**src/rtl/rule_conf_loader_if.sv**
```systemverilog
// ---------------------------------------------------------------------------
// rule_conf_loader_if
// Bundles the config-word handshake and the rule write bus of the loader.
//   i_cfg_valid / i_cfg_data / o_cfg_ready : config word stream into loader
//   i_hold                                 : parser busy, inhibits rule writes
//   o_rule_wren / o_rule_wdata / o_rule_addr : rule write strobe, data, address
// modport slave  : loader side
// modport master : config source / rule sink side
// ---------------------------------------------------------------------------
interface rule_conf_loader_if;
   logic        i_cfg_valid;
   logic [31:0] i_cfg_data;
   logic        o_cfg_ready;
   logic        i_hold;
   logic        o_rule_wren;
   logic [31:0] o_rule_wdata;
   logic [31:0] o_rule_addr;

   modport slave  (input  i_cfg_valid, i_cfg_data, i_hold,
                   output o_cfg_ready, o_rule_wren, o_rule_wdata, o_rule_addr);
   modport master (output i_cfg_valid, i_cfg_data, i_hold,
                   input  o_cfg_ready, o_rule_wren, o_rule_wdata, o_rule_addr);
endinterface

```
**src/rtl/rule_conf_loader.sv**
```systemverilog
// ---------------------------------------------------------------------------
// rule_conf_loader
// Buffers config words in a FIFO and turns header+data blocks into rule
// writes, optionally followed by a commit write to the rule id.
// Ports:
//   i_clk, i_rst   : clock, synchronous active-high reset
//   bus (slave)    : config word handshake, i_hold, rule write bus
//   o_busy         : block in progress, words buffered or write in flight
//   o_done         : one-cycle pulse with the final write of a block
//   o_err          : sticky protocol error (bad header / timeout)
// Build option: define RULE_CONF_LOADER_TIMEOUT_EN to abort a block that sees
// TMO_CYCLES consecutive starved cycles in DATA.
// ---------------------------------------------------------------------------
module rule_conf_loader #(
   parameter int unsigned FIFO_DEPTH = 8,
   parameter int unsigned TMO_CYCLES = 255
) (
   input  logic              i_clk,
   input  logic              i_rst,
   rule_conf_loader_if.slave bus,
   output logic              o_busy,
   output logic              o_done,
   output logic              o_err
);

   localparam int unsigned AW = $clog2(FIFO_DEPTH);
   localparam int unsigned CW = AW + 1;
   localparam logic [CW-1:0] FULL_CNT = CW'(FIFO_DEPTH);

   typedef enum logic [1:0] {S_IDLE, S_DATA, S_COMMIT} state_t;

   typedef struct packed {
      logic [2:0]  magic;
      logic        commit;
      logic [3:0]  id;
      logic [7:0]  cnt;
      logic [15:0] addr;
   } hdr_t;

   // FIFO storage and pointers
   logic [FIFO_DEPTH-1:0][31:0] mem_q, mem_d;
   logic [AW-1:0] wr_ptr_q, wr_ptr_d, rd_ptr_q, rd_ptr_d;
   logic [CW-1:0] count_q, count_d;

   // FIFO read register (the word the FSM works on this cycle)
   logic [31:0] rd_word_q, rd_word_d;
   logic        rd_vld_q, rd_vld_d;

   // block context
   state_t      state_q, state_d;
   logic [15:0] cur_addr_q, cur_addr_d;
   logic [7:0]  remain_q, remain_d;
   logic        commit_q, commit_d;
   logic [3:0]  id_q, id_d;

   // output registers
   logic        wren_q, wren_d;
   logic [31:0] wdata_q, wdata_d;
   logic [31:0] addr_q, addr_d;
   logic        done_q, done_d;
   logic        err_q, err_d;

`ifdef RULE_CONF_LOADER_TIMEOUT_EN
   localparam int unsigned TW = $clog2(TMO_CYCLES + 1);
   logic [TW-1:0] tmo_cnt_q, tmo_cnt_d;
`else
   // TMO_CYCLES has no effect without the timeout build
   logic unused_tmo;
   assign unused_tmo = ^TMO_CYCLES;
`endif

   logic push, pop, consume, fifo_empty;
   hdr_t hdr;

   assign hdr         = hdr_t'(rd_word_q);
   assign fifo_empty  = (count_q == '0);
   assign bus.o_cfg_ready = (count_q != FULL_CNT);
   assign push        = bus.i_cfg_valid & bus.o_cfg_ready;
   // COMMIT owns the write port for one cycle, so the read register is held
   assign consume     = rd_vld_q & ~bus.i_hold & (state_q != S_COMMIT);
   // refill the read register when it is empty or drained this cycle
   assign pop         = ~fifo_empty & ~bus.i_hold & (~rd_vld_q | consume);

   always_comb begin
      mem_d      = mem_q;
      wr_ptr_d   = wr_ptr_q;
      rd_ptr_d   = rd_ptr_q;
      count_d    = count_q;
      rd_word_d  = rd_word_q;
      rd_vld_d   = rd_vld_q;
      state_d    = state_q;
      cur_addr_d = cur_addr_q;
      remain_d   = remain_q;
      commit_d   = commit_q;
      id_d       = id_q;
      wren_d     = 1'b0;
      wdata_d    = wdata_q;
      addr_d     = addr_q;
      done_d     = 1'b0;
      err_d      = err_q;
`ifdef RULE_CONF_LOADER_TIMEOUT_EN
      tmo_cnt_d  = '0;
`endif

      if (push) begin
         mem_d[wr_ptr_q] = bus.i_cfg_data;
         wr_ptr_d        = wr_ptr_q + AW'(1);
      end
      if (pop) begin
         rd_word_d = mem_q[rd_ptr_q];
         rd_vld_d  = 1'b1;
         rd_ptr_d  = rd_ptr_q + AW'(1);
      end else if (consume) begin
         rd_vld_d = 1'b0;
      end
      case ({push, pop})
         2'b10:   count_d = count_q + CW'(1);
         2'b01:   count_d = count_q - CW'(1);
         default: count_d = count_q;
      endcase

      case (state_q)
         S_IDLE: begin
            if (consume) begin
               if (hdr.magic == 3'b101 && hdr.cnt != 8'd0) begin
                  cur_addr_d = hdr.addr;
                  remain_d   = hdr.cnt;
                  commit_d   = hdr.commit;
                  id_d       = hdr.id;
                  state_d    = S_DATA;
               end else begin
                  err_d = 1'b1;
               end
            end
         end
         S_DATA: begin
            if (consume) begin
               wren_d     = 1'b1;
               wdata_d    = rd_word_q;
               addr_d     = {16'h0, cur_addr_q};
               // only the low byte advances; the page byte is fixed per block
               cur_addr_d = {cur_addr_q[15:8], cur_addr_q[7:0] + 8'd1};
               remain_d   = remain_q - 8'd1;
               if (remain_q == 8'd1) begin
                  if (commit_q) begin
                     state_d = S_COMMIT;
                  end else begin
                     done_d  = 1'b1;
                     state_d = S_IDLE;
                  end
               end
            end
`ifdef RULE_CONF_LOADER_TIMEOUT_EN
            else if (~rd_vld_q && fifo_empty && ~bus.i_hold) begin
               if (tmo_cnt_q == TW'(TMO_CYCLES - 1)) begin
                  err_d   = 1'b1;
                  state_d = S_IDLE;
               end else begin
                  tmo_cnt_d = tmo_cnt_q + TW'(1);
               end
            end
`endif
         end
         S_COMMIT: begin
            if (~bus.i_hold) begin
               wren_d  = 1'b1;
               wdata_d = 32'h1;
               addr_d  = {28'h0, id_q};
               done_d  = 1'b1;
               state_d = S_IDLE;
            end
         end
         default: state_d = S_IDLE;
      endcase
   end

   always_ff @(posedge i_clk) begin
      mem_q <= mem_d;
   end

   always_ff @(posedge i_clk) begin
      if (i_rst) begin
         wr_ptr_q   <= '0;
         rd_ptr_q   <= '0;
         count_q    <= '0;
         rd_word_q  <= '0;
         rd_vld_q   <= 1'b0;
         state_q    <= S_IDLE;
         cur_addr_q <= '0;
         remain_q   <= '0;
         commit_q   <= 1'b0;
         id_q       <= '0;
         wren_q     <= 1'b0;
         wdata_q    <= '0;
         addr_q     <= '0;
         done_q     <= 1'b0;
         err_q      <= 1'b0;
`ifdef RULE_CONF_LOADER_TIMEOUT_EN
         tmo_cnt_q  <= '0;
`endif
      end else begin
         wr_ptr_q   <= wr_ptr_d;
         rd_ptr_q   <= rd_ptr_d;
         count_q    <= count_d;
         rd_word_q  <= rd_word_d;
         rd_vld_q   <= rd_vld_d;
         state_q    <= state_d;
         cur_addr_q <= cur_addr_d;
         remain_q   <= remain_d;
         commit_q   <= commit_d;
         id_q       <= id_d;
         wren_q     <= wren_d;
         wdata_q    <= wdata_d;
         addr_q     <= addr_d;
         done_q     <= done_d;
         err_q      <= err_d;
`ifdef RULE_CONF_LOADER_TIMEOUT_EN
         tmo_cnt_q  <= tmo_cnt_d;
`endif
      end
   end

   assign bus.o_rule_wren  = wren_q;
   assign bus.o_rule_wdata = wdata_q;
   assign bus.o_rule_addr  = addr_q;
   assign o_done           = done_q;
   assign o_err            = err_q;
   // the read register is the FIFO's output stage, so it counts as buffered
   assign o_busy = (state_q != S_IDLE) | ~fifo_empty | rd_vld_q | wren_q;

endmodule
```
**src/flat_wrapper.sv**
```systemverilog
// flat-port wrapper written by rule: the top's interface ports become plain ports
module rule_conf_loader_flat 
#(
   parameter int unsigned FIFO_DEPTH = 8,
   parameter int unsigned TMO_CYCLES = 255
)
  (i_clk, i_rst, o_busy, o_done, o_err, bus_i_cfg_valid, bus_i_cfg_data, bus_i_hold, bus_o_cfg_ready, bus_o_rule_wren, bus_o_rule_wdata, bus_o_rule_addr);
  rule_conf_loader_if bus_i ();
  input  logic i_clk;
  input  logic i_rst;
  output logic o_busy;
  output logic o_done;
  output logic o_err;
  input wire logic [$bits(bus_i.i_cfg_valid)-1:0] bus_i_cfg_valid;
  input wire logic [$bits(bus_i.i_cfg_data)-1:0] bus_i_cfg_data;
  input wire logic [$bits(bus_i.i_hold)-1:0] bus_i_hold;
  output wire logic [$bits(bus_i.o_cfg_ready)-1:0] bus_o_cfg_ready;
  output wire logic [$bits(bus_i.o_rule_wren)-1:0] bus_o_rule_wren;
  output wire logic [$bits(bus_i.o_rule_wdata)-1:0] bus_o_rule_wdata;
  output wire logic [$bits(bus_i.o_rule_addr)-1:0] bus_o_rule_addr;
  assign bus_i.i_cfg_valid = bus_i_cfg_valid;
  assign bus_i.i_cfg_data = bus_i_cfg_data;
  assign bus_i.i_hold = bus_i_hold;
  assign bus_o_cfg_ready = bus_i.o_cfg_ready;
  assign bus_o_rule_wren = bus_i.o_rule_wren;
  assign bus_o_rule_wdata = bus_i.o_rule_wdata;
  assign bus_o_rule_addr = bus_i.o_rule_addr;
  rule_conf_loader #(.FIFO_DEPTH(FIFO_DEPTH), .TMO_CYCLES(TMO_CYCLES)) u_core (.i_clk(i_clk), .i_rst(i_rst), .bus(bus_i), .o_busy(o_busy), .o_done(o_done), .o_err(o_err));
endmodule
```
**config.mk**
```make
export PLATFORM = sky130hd
export DESIGN_NAME = rule_conf_loader_flat
export DESIGN_NICKNAME = d
export VERILOG_FILES = /design/src/rtl/rule_conf_loader_if.sv /design/src/rtl/rule_conf_loader.sv /design/src/flat_wrapper.sv
export SDC_FILE = /design/constraint.sdc
export NUM_CORES = 1
export LEC_CHECK = 0
export ABC_AREA = 1
export BUFFER_PORTS_ARGS = -buffer_cell sky130_fd_sc_hd__buf_2
export CELL_PAD_IN_SITES_DETAIL_PLACEMENT = 1
export CELL_PAD_IN_SITES_GLOBAL_PLACEMENT = 1
export CORE_AREA = 3 3 214 216
export DETAILED_ROUTE_END_ITERATION = 8
export DIE_AREA = 0 0 217 219
export PLACE_DENSITY_LB_ADDON = 0.1
export SYNTH_ARGS = -nofsm -noshare
export SYNTH_HDL_FRONTEND = slang
export SYNTH_SLANG_ARGS = --single-unit
```
**constraint.sdc**
```tcl
create_clock -name i_clk -period 7.2 [get_ports i_clk]
set_clock_uncertainty 0.1 [all_clocks]
set_input_delay 0.36 -clock i_clk [delete_from_list [all_inputs] [get_ports i_clk]]
set_output_delay 0.36 -clock i_clk [all_outputs]
set_load 0.05 [all_outputs]
```
; ---- Yosys cells after proc, flatten, opt, wreduce, memory -nomap -nowiden
; Index checks and enable logic that the tools add are counted.
[op_classes]
n_addsub = 6
n_lt_le_gt_ge = 3
n_eq_ne = 13
n_mux = 36
bitwise = 14
n_reduce_logical = 16
[ops]
columns = op, count
row1 = bitwise mux 256 bit, 1
row2 = 2-to-1 mux 32 bit, 6
row3 = case mux 32 bit (2 select lines), 2
row4 = binary-select mux 32 bit (select 3 bit), 1
row5 = demux 32 bit (select 3 bit), 1
row6 = 2-to-1 mux 16 bit, 2
row7 = 2-to-1 mux 8 bit, 4
row8 = case mux 16 bit (2 select lines), 1
row9 = case mux 8 bit (2 select lines), 1
row10 = 2-to-1 mux 2 bit, 6
row11 = nonzero test 2 bit, 5
row12 = AND reduction 3 bit, 3
row13 = "adder 8 x 1 -> 8 bit, second input constant", 1
row14 = "equality test 8 x 1 -> 1 bit, second input constant", 1
row15 = "< comparator 3 x 4 -> 1 bit, second input constant", 2
row16 = "inequality test 2 x 1 -> 1 bit, second input constant", 4
row17 = case mux 4 bit (2 select lines), 1
row18 = AND reduction 4 bit, 2
row19 = nonzero test 8 bit, 1
row20 = "subtractor 8 x 1 -> 8 bit, second input constant", 1
row21 = 2-to-1 mux 1 bit, 7
row22 = "adder 3 x 1 -> 3 bit, second input constant", 2
row23 = case mux 2 bit (3 select lines), 1
row24 = AND 1 bit, 5
row25 = other kinds (15), 27
[word_totals]
register_bits = 397
in_bits = 36
output_inout_bits = 69
wordCells = 112

; ---- Logic depth before layout (Yosys ltp)
[logic_depth]
depth_word = 7
mapped_depth = 18
depth_no_buf = 15

; ---- Least setup slack after synthesis
; No wires, ideal clock.
[synth_timing]
path_kind = flip-flop to flip-flop
startpoint = register u_core.count_q[0]
endpoint = register u_core.mem_q[0] (netlist name) (enable)
setup_time_ns = 0.421
arrival_ns = 2.675
required_ns = 6.679
path_slack_ns = 4.004
path_stages_with_launch = 7
n_path_buf = 0
synth_period_minus_slack_ns = 3.196
cell_sequence = dfxtp_1 -> nor2_1 -> nand3_1 -> nand2_1 -> inv_1 -> nand2_1 -> nor2_1
[synth_between]
elab_chain_cells = 2
[synth_rtl]
columns = element, line_no
row1 = "start, declared", rule_conf_loader.sv:43  ; logic [CW-1:0] count_q, count_d;
row2 = "start signal, assigned", rule_conf_loader.sv:204  ; count_q <= count_d;
row3 = inequality test 4 bit, rule_conf_loader.sv:77  ; assign bus.o_cfg_ready = (count_q != FULL_CNT);
row4 = via bus_o_cfg_ready, flat_wrapper.sv:17  ; output wire logic [$bits(bus_i.o_cfg_ready)-1:0] bus_o_cfg_ready;
row5 = AND 1 bit, rule_conf_loader.sv:78  ; assign push = bus.i_cfg_valid & bus.o_cfg_ready;
row6 = "end signal, assigned", rule_conf_loader.sv:178  ; mem_q <= mem_d;
row7 = "end, declared", rule_conf_loader.sv:41  ; logic [FIFO_DEPTH-1:0][31:0] mem_q, mem_d;
; The timed path passes the listed nets, and every way through them passes these cells.
; A chain may end at the register's enable or synchronous reset.

; ---- Final worst setup path
[layout_timing]
startpoint = register u_core.state_q[0]
endpoint = register u_core.addr_q[9] (netlist: u_core.bus.o_rule_addr[9])
[layout_between]
elab_chain_cells = 4
word_cells_on_any_way = 9
classes_between = eq/ne (5) / mux (1) / bitwise (1) / reduce/logical (2)
[layout_rtl]
columns = element, line_no
row1 = "start, declared", rule_conf_loader.sv:50  ; state_t state_q, state_d;
row2 = "start signal, assigned", rule_conf_loader.sv:207  ; state_q <= state_d;
row3 = inequality test 2 bit, rule_conf_loader.sv:80  ; assign consume = rd_vld_q & ~bus.i_hold & (state_q != S_COMMIT);
row4 = AND 1 bit, rule_conf_loader.sv:80
row5 = inequality test 2 x 1 -> 1 bit (no line), -
row6 = AND reduction 3 bit (no line), -
row7 = "end signal, assigned", rule_conf_loader.sv:214  ; addr_q <= addr_d;
row8 = "end, declared", rule_conf_loader.sv:59  ; logic [31:0] addr_q, addr_d;
; Several ways; a longest one is shown, not always the timed one.

==> results_dict.tcl <==
set metrics [dict create \
    run_status "completed" \
    critPathLaunch "u_core.state_q[0]" \
    path_common_cell "inv_2" \
    syn2layout_area_growth_pct 16.2 \
    worstSkewPairLatency_ns 0.56 \
    drt-wirelength-per-cell_um 18.7 \
    cap_violations 0 \
    path_delay_family "buffers and inverters" \
    syn_area_per_cell_um2 10.5 \
    crit_fanout 52 \
    grt_usage_pct 16.9 \
    synth.distinct_cells 35 \
    grt_max_degree 84 \
    fillers 4913 \
    cp_slowest_cell "inv_2" \
    synthFlopType "edfxtp_1" \
    overflow 0 \
    arrival_ns 4.17 \
    drt_iter0_drc 669 \
    ys_async_sr_fraction_pct 0 \
    synth_compound_area_share_pct 14.1 \
    slew-limit-headroom_pct 26.6 \
    clkSinkCount 381 \
    min_from "bus_i_hold" \
    nNetsFinal 1589 \
    dieArea_um2 47500 \
    drive_above_1_share_pct 11.9 \
    tightest_slew_ns 1.10 \
    period_needed_ns 3.78 \
    start_util_pct 34.7 \
    routed-via-count 10700 \
    diodes 0 \
    synth_xor_area_share_pct 0.172 \
    die_w_um 217 \
    path_cells "inv_1 > ha_1 > inv_2 > nand3_4 > nand2_1 > nand2_2 > inv_2 > nand3_1 > a21oi_1" \
    worstPathRequired_ns 7.58 \
    cts_htree_levels 2 \
    ios 105 \
    gp_congestion 0.766 \
    fmax_mhz 264 \
    final-max-slew-violation-count 0 \
    antenna_found_initial 2 \
    wirelength_mm 40.4 \
    grt_first_pass_wirelength_mm 63.0 \
    portBuffers 88 \
    postCtsSetupBuffers 0 \
    synth_top_family_by_area "compound AO/OA/AOI/OAI gates" \
    path_buf_inv 3 \
    slowest_delay_ns 0.87 \
    die-height_um 219 \
    coreArea_um2 44100 \
    synth-simple-area-share_pct 13.5 \
    fin_crit_sh_pct 52.5 \
    synth_edf_count 256 \
    p_leak_nw 6.12 \
    startpoint_type "flip-flop" \
    hold_path_class "in -> reg" \
    synth_mux_area_share_pct 0 \
    rows 77 \
    rsz0062_at_grt "false" \
    synthCells 1455 \
    p_per_area_nw_per_um2 329 \
    r2r_slack_ns 3.42 \
    tns_ns 0 \
    cts_tree "done" \
    synth_adder_area_share_pct 0.899 \
    rr_startpoint "u_core.state_q[0]" \
    dpl.hpwl_mm 23.1 \
    detail-route-antenna-nets 0 \
    endpoint_kind "flip-flop" \
    drc_errors 0 \
    numCtsBuffers 42 \
    cts.repair.resized 0 \
    cts_buffer_depth 3 \
    path_clk_slew_ns 0.06 \
    ys_ff_latch 381 \
    whs_ns 0.117 \
    vdd_drop_max_uv 150 \
    finalSetupViolCount 0 \
    netlist_area_um2 15300 \
    final_hold_viol_count 0 \
    setup.worst_path.class "reg -> reg" \
    via_per_inst 4.95 \
    root_buffer "clkbuf_16" \
    grt_pass1_vias 10700 \
    yosysSeqAreaShare_pct 66.6 \
    yosys_warnings 0 \
    drtPass1Iterations 4 \
]
==> worst register-to-register path, delay by kind of cell, from the launching register on <==
family,cells,cell delay (ns)
and+or+nand+nor,4,1.12
adders and majority gates,1,0.31
AOI/OAI and AO/OA,1,0.18
DFF,1,0.36
buffers and inverters,3,1.63
==> timing repair <==
action,in CTS,in global routing
endpoints found under the setup margin,0,0
hold buffers,32,0
endpoints found under the hold margin,256,0
==> synth_stat cells, types with 4 or more instances <==
master	count	area share [%]
clkbuf_1	42	1.0
nand2_1	172	4.2
inv_1	35	0.86
o21ai_0	210	6.9
nand3b_1	8	0.39
edfxtp_1	256	50
buf_4	20	0.98
nor2_1	244	6.0
a31oi_1	4	0.16
inv_2	5	0.12
ha_1	11	0.90
o21ai_1	41	1.3
buf_6	8	0.59
dfxtp_1	125	16
buf_1	10	0.25
nand3_1	71	2.3
a21oi_1	112	3.7
buf_2	27	0.88
o211ai_1	32	1.6
==> cell families after synthesis <==
| family | Yosys count |
|---|---|
| flip-flops | 381 |
| AO/OA/AOI/OAI | 406 |
| buffers and inverters | 147 |
| XOR/XNOR | 3 |
| adder cells (fa/ha/maj) | 11 |
| other | 1 |
| AND/OR/NAND/NOR | 506 |
==> metal layers <==
metal | up-vias | track usage (%) | share of wire [%]
li1 | 5241 | - | -
met1 | 5255 | 23.4 | 48
met2 | 134 | 27.3 | 46
met3 | 60 | 3.38 | 3.5
met4 | 4 | 4.63 | 2.2
met5 | - | 0 | 0.052
==> report_power, final <==
part	internal [mW]	leakage, nW	total, mW	switching (mW)
logic	0.333	2.14	1.12	0.783
registers	2.49	3.34	2.67	0.185
clock network	1.20	0.636	2.07	0.869
total	4.02	6.12	5.86	1.84
==> path summary, 6_finish.rpt <==
path / to / depth (start not counted)
worst min-delay path: u_core.bus.o_rule_wren / 4
worst max register to register: u_core.bus.o_rule_addr[9] / 9
worst min register to register: u_core.bus.o_rule_wdata[15] / 2
worst max-delay path: u_core.bus.o_rule_addr[9] / 9
==> state kept, by name, summed over array words and instances, names as in the netlist, 4 cells and up <==
name                     flops
u_core.mem_q               256
u_core.bus.o_rule_wdata     32
u_core.hdr                  32
u_core.bus.o_rule_addr      16
u_core.cur_addr_q           16
u_core.remain_q              8
u_core.count_q               4
u_core.id_q                  4
==> metrics by stage <==
step / worst slack, ns / instances / utilization (%) / instance area (um^2) / power, mW
final: 3.42 / 2162 / 40.3 / 17800 / 5.86
after global routing: 2.99 / 2162 / 40.3 / 17800 / 6.21
after CTS: 3.31 / 2162 / 40.3 / 17800 / 5.96
after detailed placement: 3.34 / 2058 / 36.6 / 16200 / 3.84
after global placement: 3.51 / 2058 / 36.6 / 16200 / 3.82
after floorplan: 4.00 / 1470 / - / 15400 / 3.46
==> area by class of cell <==
| type | count | area (um^2) | share of cell area, % |
|---|---|---|---|
| Sequential cell | 381 | 10200 | 57.3 |
| Multi-Input combinational cell | 942 | 4510 | 25.4 |
| Inverter | 40 | 153 | 0.858 |
| Tap cell | 592 | 741 | 4.17 |
| Timing Repair Buffer | 135 | 873 | 4.91 |
| Clock inverter | 23 | 208 | 1.17 |
| Clock buffer | 49 | 1100 | 6.18 |
==> cell usage in the layout (no fill, tap or decap), types with 2 or more instances in the layout <==
cell type and n:
edfxtp_1 256, nor2_1 236, o21ai_0 210, nand2_1 172, dfxtp_1 123, a21oi_1 112, buf_2 88, nand3_1 71
clkbuf_16 43, o21ai_1 41, inv_1 34, o211ai_1 32, dlygate4sd3_1 32, conb_1 16, buf_4 15, ha_1 11
nor2_4 9, nand3b_1 8, clkinv_2 8, clkinv_1 7, clkbuf_1 6, inv_2 5, a31oi_1 4, nand4_1 3
clkinvlp_4 3, bufinv_16 3, xor2_1 2, o21a_1 2, nand2_2 2, a21oi_4 2, dfxtp_4 2
Note: power is estimated with default switching activity, not from simulation.
